==> config.mk <==
export PLATFORM = sky130hd
export DESIGN_NAME = pipe_reg_slice
export DESIGN_NICKNAME = d
export VERILOG_FILES = /design/src/rtl/pipe_reg_slice_pkg.sv /design/src/rtl/pipe_reg_slice_stage.sv /design/src/rtl/pipe_reg_slice.sv
export SDC_FILE = /design/constraint.sdc
export NUM_CORES = 1
export LEC_CHECK = 0
export BUFFER_PORTS_ARGS = -buffer_cell sky130_fd_sc_hd__buf_2
export CAP_MARGIN = 20
export CORE_UTILIZATION = 33
export DETAILED_ROUTE_END_ITERATION = 10
export GPL_ROUTABILITY_DRIVEN = 0
export GPL_TIMING_DRIVEN = 0
export PLACE_DENSITY = 0.64
export SYNTH_ARGS = -nofsm -noshare
export SYNTH_HDL_FRONTEND = slang
export SYNTH_SLANG_ARGS = --single-unit
==> constraint.sdc <==
create_clock -name clk -period 1.4 [get_ports clk]
set_input_delay 0.28 -clock clk [delete_from_list [all_inputs] [get_ports clk]]
set_output_delay 0.28 -clock clk [all_outputs]
set_load 0.02 [all_outputs]
==> src/rtl/pipe_reg_slice_pkg.sv <==
// pipe_pkg: shared constants and types for the pipe_reg_slice family.
//   MODE_SKID / MODE_HALF : slice implementation selectors
//   slice_state_t         : occupancy state of a skid-mode slice
package pipe_pkg;
    localparam int MODE_SKID = 0;  // 2 entries per slice, 1 beat/cycle
    localparam int MODE_HALF = 1;  // 1 entry per slice, 1 beat/2 cycles

    typedef enum logic [1:0] {
        ST_EMPTY = 2'd0,
        ST_BUSY  = 2'd1,
        ST_FULL  = 2'd2
    } slice_state_t;
endpackage

==> src/rtl/pipe_reg_slice_stage.sv <==
// pipe_reg_slice_stage: one valid/ready register slice.
//   MODE_SKID: main + skid register, full throughput, ready from state flop.
//   MODE_HALF: single register, ready = !valid, one beat every two cycles.
// Ports:
//   clk, rst_n              clock, async active-low reset
//   up_data/up_valid/up_ready       upstream handshake (up_ready from flops)
//   down_data/down_valid/down_ready downstream handshake (data/valid are flops)
module pipe_reg_slice_stage
    import pipe_pkg::*;
#(
    parameter int DATA_W = 8,
    parameter int MODE   = MODE_SKID
) (
    input  logic              clk,
    input  logic              rst_n,
    input  logic [DATA_W-1:0] up_data,
    input  logic              up_valid,
    output logic              up_ready,
    output logic [DATA_W-1:0] down_data,
    output logic              down_valid,
    input  logic              down_ready
);

    generate
        if (MODE == MODE_SKID) begin : g_skid
            slice_state_t      state_q, state_d;
            logic [DATA_W-1:0] main_q, skid_q;
            logic              acc, tak;

            assign acc = up_valid && (state_q != ST_FULL);
            assign tak = down_ready && (state_q != ST_EMPTY);

            always_comb begin
                state_d = state_q;
                case (state_q)
                    ST_EMPTY: if (acc) state_d = ST_BUSY;
                    ST_BUSY: begin
                        if (acc && !tak)      state_d = ST_FULL;
                        else if (!acc && tak) state_d = ST_EMPTY;
                    end
                    ST_FULL:  if (tak) state_d = ST_BUSY;
                    default:  state_d = ST_EMPTY;
                endcase
            end

            always_ff @(posedge clk or negedge rst_n) begin
                if (!rst_n) state_q <= ST_EMPTY;
                else        state_q <= state_d;
            end

            // main takes the input when it is free or being drained in the
            // same cycle; when full, the drained main is refilled from skid.
            always_ff @(posedge clk or negedge rst_n) begin
                if (!rst_n) begin
                    main_q <= '0;
                    skid_q <= '0;
                end else begin
                    if (acc && (state_q == ST_EMPTY || tak))
                        main_q <= up_data;
                    else if (state_q == ST_FULL && tak)
                        main_q <= skid_q;
                    if (state_q == ST_BUSY && acc && !tak)
                        skid_q <= up_data;
                end
            end

            assign up_ready   = (state_q != ST_FULL);
            assign down_valid = (state_q != ST_EMPTY);
            assign down_data  = main_q;
        end else begin : g_half
            logic              valid_q;
            logic [DATA_W-1:0] data_q;
            logic              acc, tak;

            // ready = !valid, so accept and take can never coincide.
            assign acc = up_valid && !valid_q;
            assign tak = down_ready && valid_q;

            always_ff @(posedge clk or negedge rst_n) begin
                if (!rst_n) begin
                    valid_q <= 1'b0;
                    data_q  <= '0;
                end else begin
                    if (tak)      valid_q <= 1'b0;
                    else if (acc) valid_q <= 1'b1;
                    if (acc) data_q <= up_data;
                end
            end

            assign up_ready   = !valid_q;
            assign down_valid = valid_q;
            assign down_data  = data_q;
        end
    endgenerate

endmodule

==> src/rtl/pipe_reg_slice.sv <==
// pipe_reg_slice: STAGES cascaded valid/ready register slices.
// Every handshake signal is cut by a flop; forward latency is STAGES cycles.
// Optional feature macro PIPE_SLICE_PERF_EN adds a saturating stall counter.
// Ports:
//   clk, rst_n              clock, async active-low reset
//   up_data/up_valid/up_ready       producer side
//   down_data/down_valid/down_ready consumer side
//   stall_cnt (PIPE_SLICE_PERF_EN only) cycles with down_valid & !down_ready
module pipe_reg_slice
    import pipe_pkg::*;
#(
    parameter int DATA_W = 8,
    parameter int STAGES = 1,
    parameter int MODE   = MODE_SKID
) (
    input  logic              clk,
    input  logic              rst_n,
    input  logic [DATA_W-1:0] up_data,
    input  logic              up_valid,
    output logic              up_ready,
    output logic [DATA_W-1:0] down_data,
    output logic              down_valid,
    input  logic              down_ready
`ifdef PIPE_SLICE_PERF_EN
    ,
    output logic [15:0]       stall_cnt
`endif
);

    generate
        if (STAGES < 1 || DATA_W < 1 || MODE > 1 || MODE < 0) begin : g_param_err
            $fatal(1, "pipe_reg_slice: illegal parameters");
        end
    endgenerate

    // Chain node i feeds stage i; node STAGES is the block output.
    logic [STAGES:0][DATA_W-1:0] ch_data;
    logic [STAGES:0]             ch_valid;
    logic [STAGES:0]             ch_ready;

    assign ch_data[0]       = up_data;
    assign ch_valid[0]      = up_valid;
    assign up_ready         = ch_ready[0];
    assign down_data        = ch_data[STAGES];
    assign down_valid       = ch_valid[STAGES];
    assign ch_ready[STAGES] = down_ready;

    generate
        for (genvar i = 0; i < STAGES; i++) begin : g_stage
            pipe_reg_slice_stage #(
                .DATA_W (DATA_W),
                .MODE   (MODE)
            ) u_stage (
                .clk        (clk),
                .rst_n      (rst_n),
                .up_data    (ch_data[i]),
                .up_valid   (ch_valid[i]),
                .up_ready   (ch_ready[i]),
                .down_data  (ch_data[i+1]),
                .down_valid (ch_valid[i+1]),
                .down_ready (ch_ready[i+1])
            );
        end
    endgenerate

`ifdef PIPE_SLICE_PERF_EN
    // Observes the output handshake only; never feeds back into the datapath.
    always_ff @(posedge clk or negedge rst_n) begin
        if (!rst_n)
            stall_cnt <= '0;
        else if (down_valid && !down_ready && stall_cnt != 16'hFFFF)
            stall_cnt <= stall_cnt + 16'd1;
    end
`endif

endmodule

==> impl_metrics.yaml <==
outcome:
  status: "complete, but fails checks"
  violations: "setup timing"
logic_synthesis:
  synth-async-reset-ratio_pct: 100
  syn_area_sq_um: 830
  netlist_top_cells_area: "dfrtp_1 54%, mux2_1 12%, o221a_1 11%"
  yosys.area.top_type: "dfrtp_1"
  synth_cell_types: 18
  yosysWarnings: 0
  synth_top_area_share_pct: 54.3
  synthTopCellsByCount: "18 x dfrtp_1, 9 x mux2_1, 8 x o221a_1, 8 x or4_1"
  ys_seq_area_share_pct: 54.3
  yosys.cell_count.top_type: "dfrtp_1"
  syn_inst: 59
  syn-mean-instance-area_sq_um: 14.1
  syn-num-nets: 71
  synth_ff_type: "dfrtp_1"
  synth_seq_cells: 18
  synth-edff-count: 0
setup_path:
  worstSetupEndpointType: "output pin"
  criticalPathCategory: "register to output pin"
  critPathArrivalTime_ps: 1210
  slowest_stage: "dfrtp_2"
  max_stage_delay_ps: 430
  critPathRequiredTime_ps: 1120
  crit_start: "g_stage[0].u_stage.g_skid.state_q[1]"
  crit_path_max_fanout: 3
  start_kind: "register"
  cp_num_buf_inv: 2
  regToRegStartpoint: "g_stage[0].u_stage.g_skid.state_q[1]"
  path_cells: "buf_6 > or2_1 > buf_6"
  cpMostUsedCell: "buf_6"
  path_delay_family: "flip-flops"
finish:
  syn_to_final_growth_pct: 42.1
  finalInstanceArea_sq_um: 1180
  multi_input_area_sq_um: 395
  fillers: 212
  drive_above_1_share_pct: 58.8
  nets: 110
  num_antenna_cells: 0
  utilization_pct: 51.3
  register_area_sq_um: 453
drt:
  wl_mm: 2.03
  drc: 0
  drt_iter0_drc: 5
  dr.pass1.iters: 4
  vias: 676
  wire_per_inst_um: 16.3
  routed_via_density: 5.41
  ant_nets: 0
timing:
  worst_slew_pin_slew_ps: 411
  slew_violations: 0
  hold_viol: 0
  max_freq_mhz: 673
  fin_skew_ps: 1.20
  slew_headroom_pct: 72.6
  layout_min_cycle_time_ps: 1490
  rsz0062_at_grt: "true"
  fin_hold_ws_ps: 188
  finalSetupViolations: 17
  finalCritPeriodShare_pct: 106
  setup_ws_ps: -85.3
clock_tree:
  cts_sinks: 18
  cts_tree: "built"
  cts.reportedPaths.clkPinSlew_ps: 100
  cts_buffer_depth: 2
  cts_made_buffers: 3
  clkLatencyLatePin_ps: 290
  cts-root-buf: "clkbuf_4"
  h-tree-depth: 1
run:
  drv_cap: 0
global_route:
  grt_max_degree: 19
  antenna_found_initial: 0
  grtUsageTotal_pct: 16.6
  grt_pass1_wl_mm: 3.24
  grt_pass1_vias: 716
  grt_overflow: 0
placement:
  place_area_sq_um: 970
  io_buffers: 21
  pre_cts_slack_ps: -170
  dp_hpwl_mm: 1.25
die:
  start_util_pct: 36.1
  io_pins: 22
  fp.dieH_um: 52.1
  coreArea_sq_um: 2300
  die_x_um: 52.1
  dieArea_sq_um: 2720
  fp-row-count: 17
hold_path:
  min_path_type: "primary input to register"
  hp-start: "down_ready"
power:
  powerDensity_nw_per_um2: 1540
  p_leak_nw: 0.524
  p_total_mw: 1.82
  ir_drop_mv: 0.643
[layer usage]
metal  part of all wire (%)  track usage (%)  vias up
met1                     44             19.3      340
met4                   0.69             7.89        0
met5                      0                0        -
li1                       -                -      310
met3                    4.0             2.63        2
met2                     52             29.5       24
[worst reg2reg max path, cell delays in order (launching register included)]
cell	delay (ps)
dfrtp_2	430
nor2b_4	140
buf_6	130
or4_1	520
o221a_1	140
[worst paths after layout]
| path | end | slack, ps | cells after the start |
|---|---|---|---|
| setup / recovery | down_valid | -90 | 3 |
| hold / removal | g_stage[0].u_stage.g_skid.state_q[1] | 190 | 2 |
| setup reg to reg | g_stage[0].u_stage.down_data[3] | -60 | 4 |
| hold reg to reg | g_stage[0].u_stage.g_skid.skid_q[5] | 530 | 1 |
| max in group asynchronous | g_stage[0].u_stage.g_skid.state_q[0] | 650 | 2 |
| min in group asynchronous | g_stage[0].u_stage.down_data[1] | 440 | 2 |
[power by group]
part           switching [mW]  internal (mW)  total (mW)  leakage [nW]
Sequential              0.112          0.703       0.814         0.206
Combinational           0.300          0.383       0.683         0.297
Clock                   0.164          0.158       0.322        0.0210
[state kept, by name, summed over array words and instances (netlist names)]
register                        flops
g_stage.u_stage.down_data           8
g_stage.u_stage.g_skid.skid_q       8
g_stage.u_stage.g_skid.state_q      2
[layout by cell type (no fill, tap or decap)]
master         Yosys  routed
mux2_4             0       8
buf_12             0       1
buf_2              1      21
clkbuf_4           0       3
nor2b_4            1       1
dlygate4sd3_1      0       1
o21ai_1            2       2
a21oi_1            1       1
or4_4              0       2
buf_6              1       5
dfrtp_1           18      16
inv_2              2       2
or4_1              8       6
buf_4              0       8
and2b_4            0       1
nor2_1             1       1
or2_1              1       1
nor3_4             1       1
o221a_1            8       8
nand3b_1           1       1
nand2b_1           1       1
dfrtp_2            0       2
nor2b_1            1       1
clkbuf_8           0       1
o31ai_4            1       1
mux2_1             9       1
[metrics by stage]
stage | std cells | setup TNS (ps)
final | 125 | -699
after global routing | 125 | -1640
after CTS | 123 | -390
after detailed placement | 108 | -2010
after global placement | 108 | -1730
after floorplan | 59 | 0
[cells by family after synthesis]
kind of cell / after synthesis / share of synthesized area (%)
buffers and inverters: 4 / 2.87
multiplexers: 9 / 12.2
AO/OA/AOI/OAI: 12 / 15.2
flip-flops: 18 / 54.3
AND/OR/NAND/NOR: 16 / 15.4
[final cells by class]
class                      count  share of cell area, %
multi-input combinational     37                   33.5
buffer                         2                   1.38
clock buffer                   4                   3.08
timing repair buffer          34                   20.0
inverter                       2                  0.637
tap                           28                   2.97
sequential                    18                   38.4
[what timing repair did]
action | 4_1_cts | 5_1_grt
buffers inserted | 10 | 1
pin swaps | 3 | 1
setup endpoints to repair | 18 | 18
resized for setup | 15 | 5
hold buffers | 1 | 0
gates cloned | 0 | 1
hold endpoints to repair | 18 | 0
(Power assumes the default switching activity.)
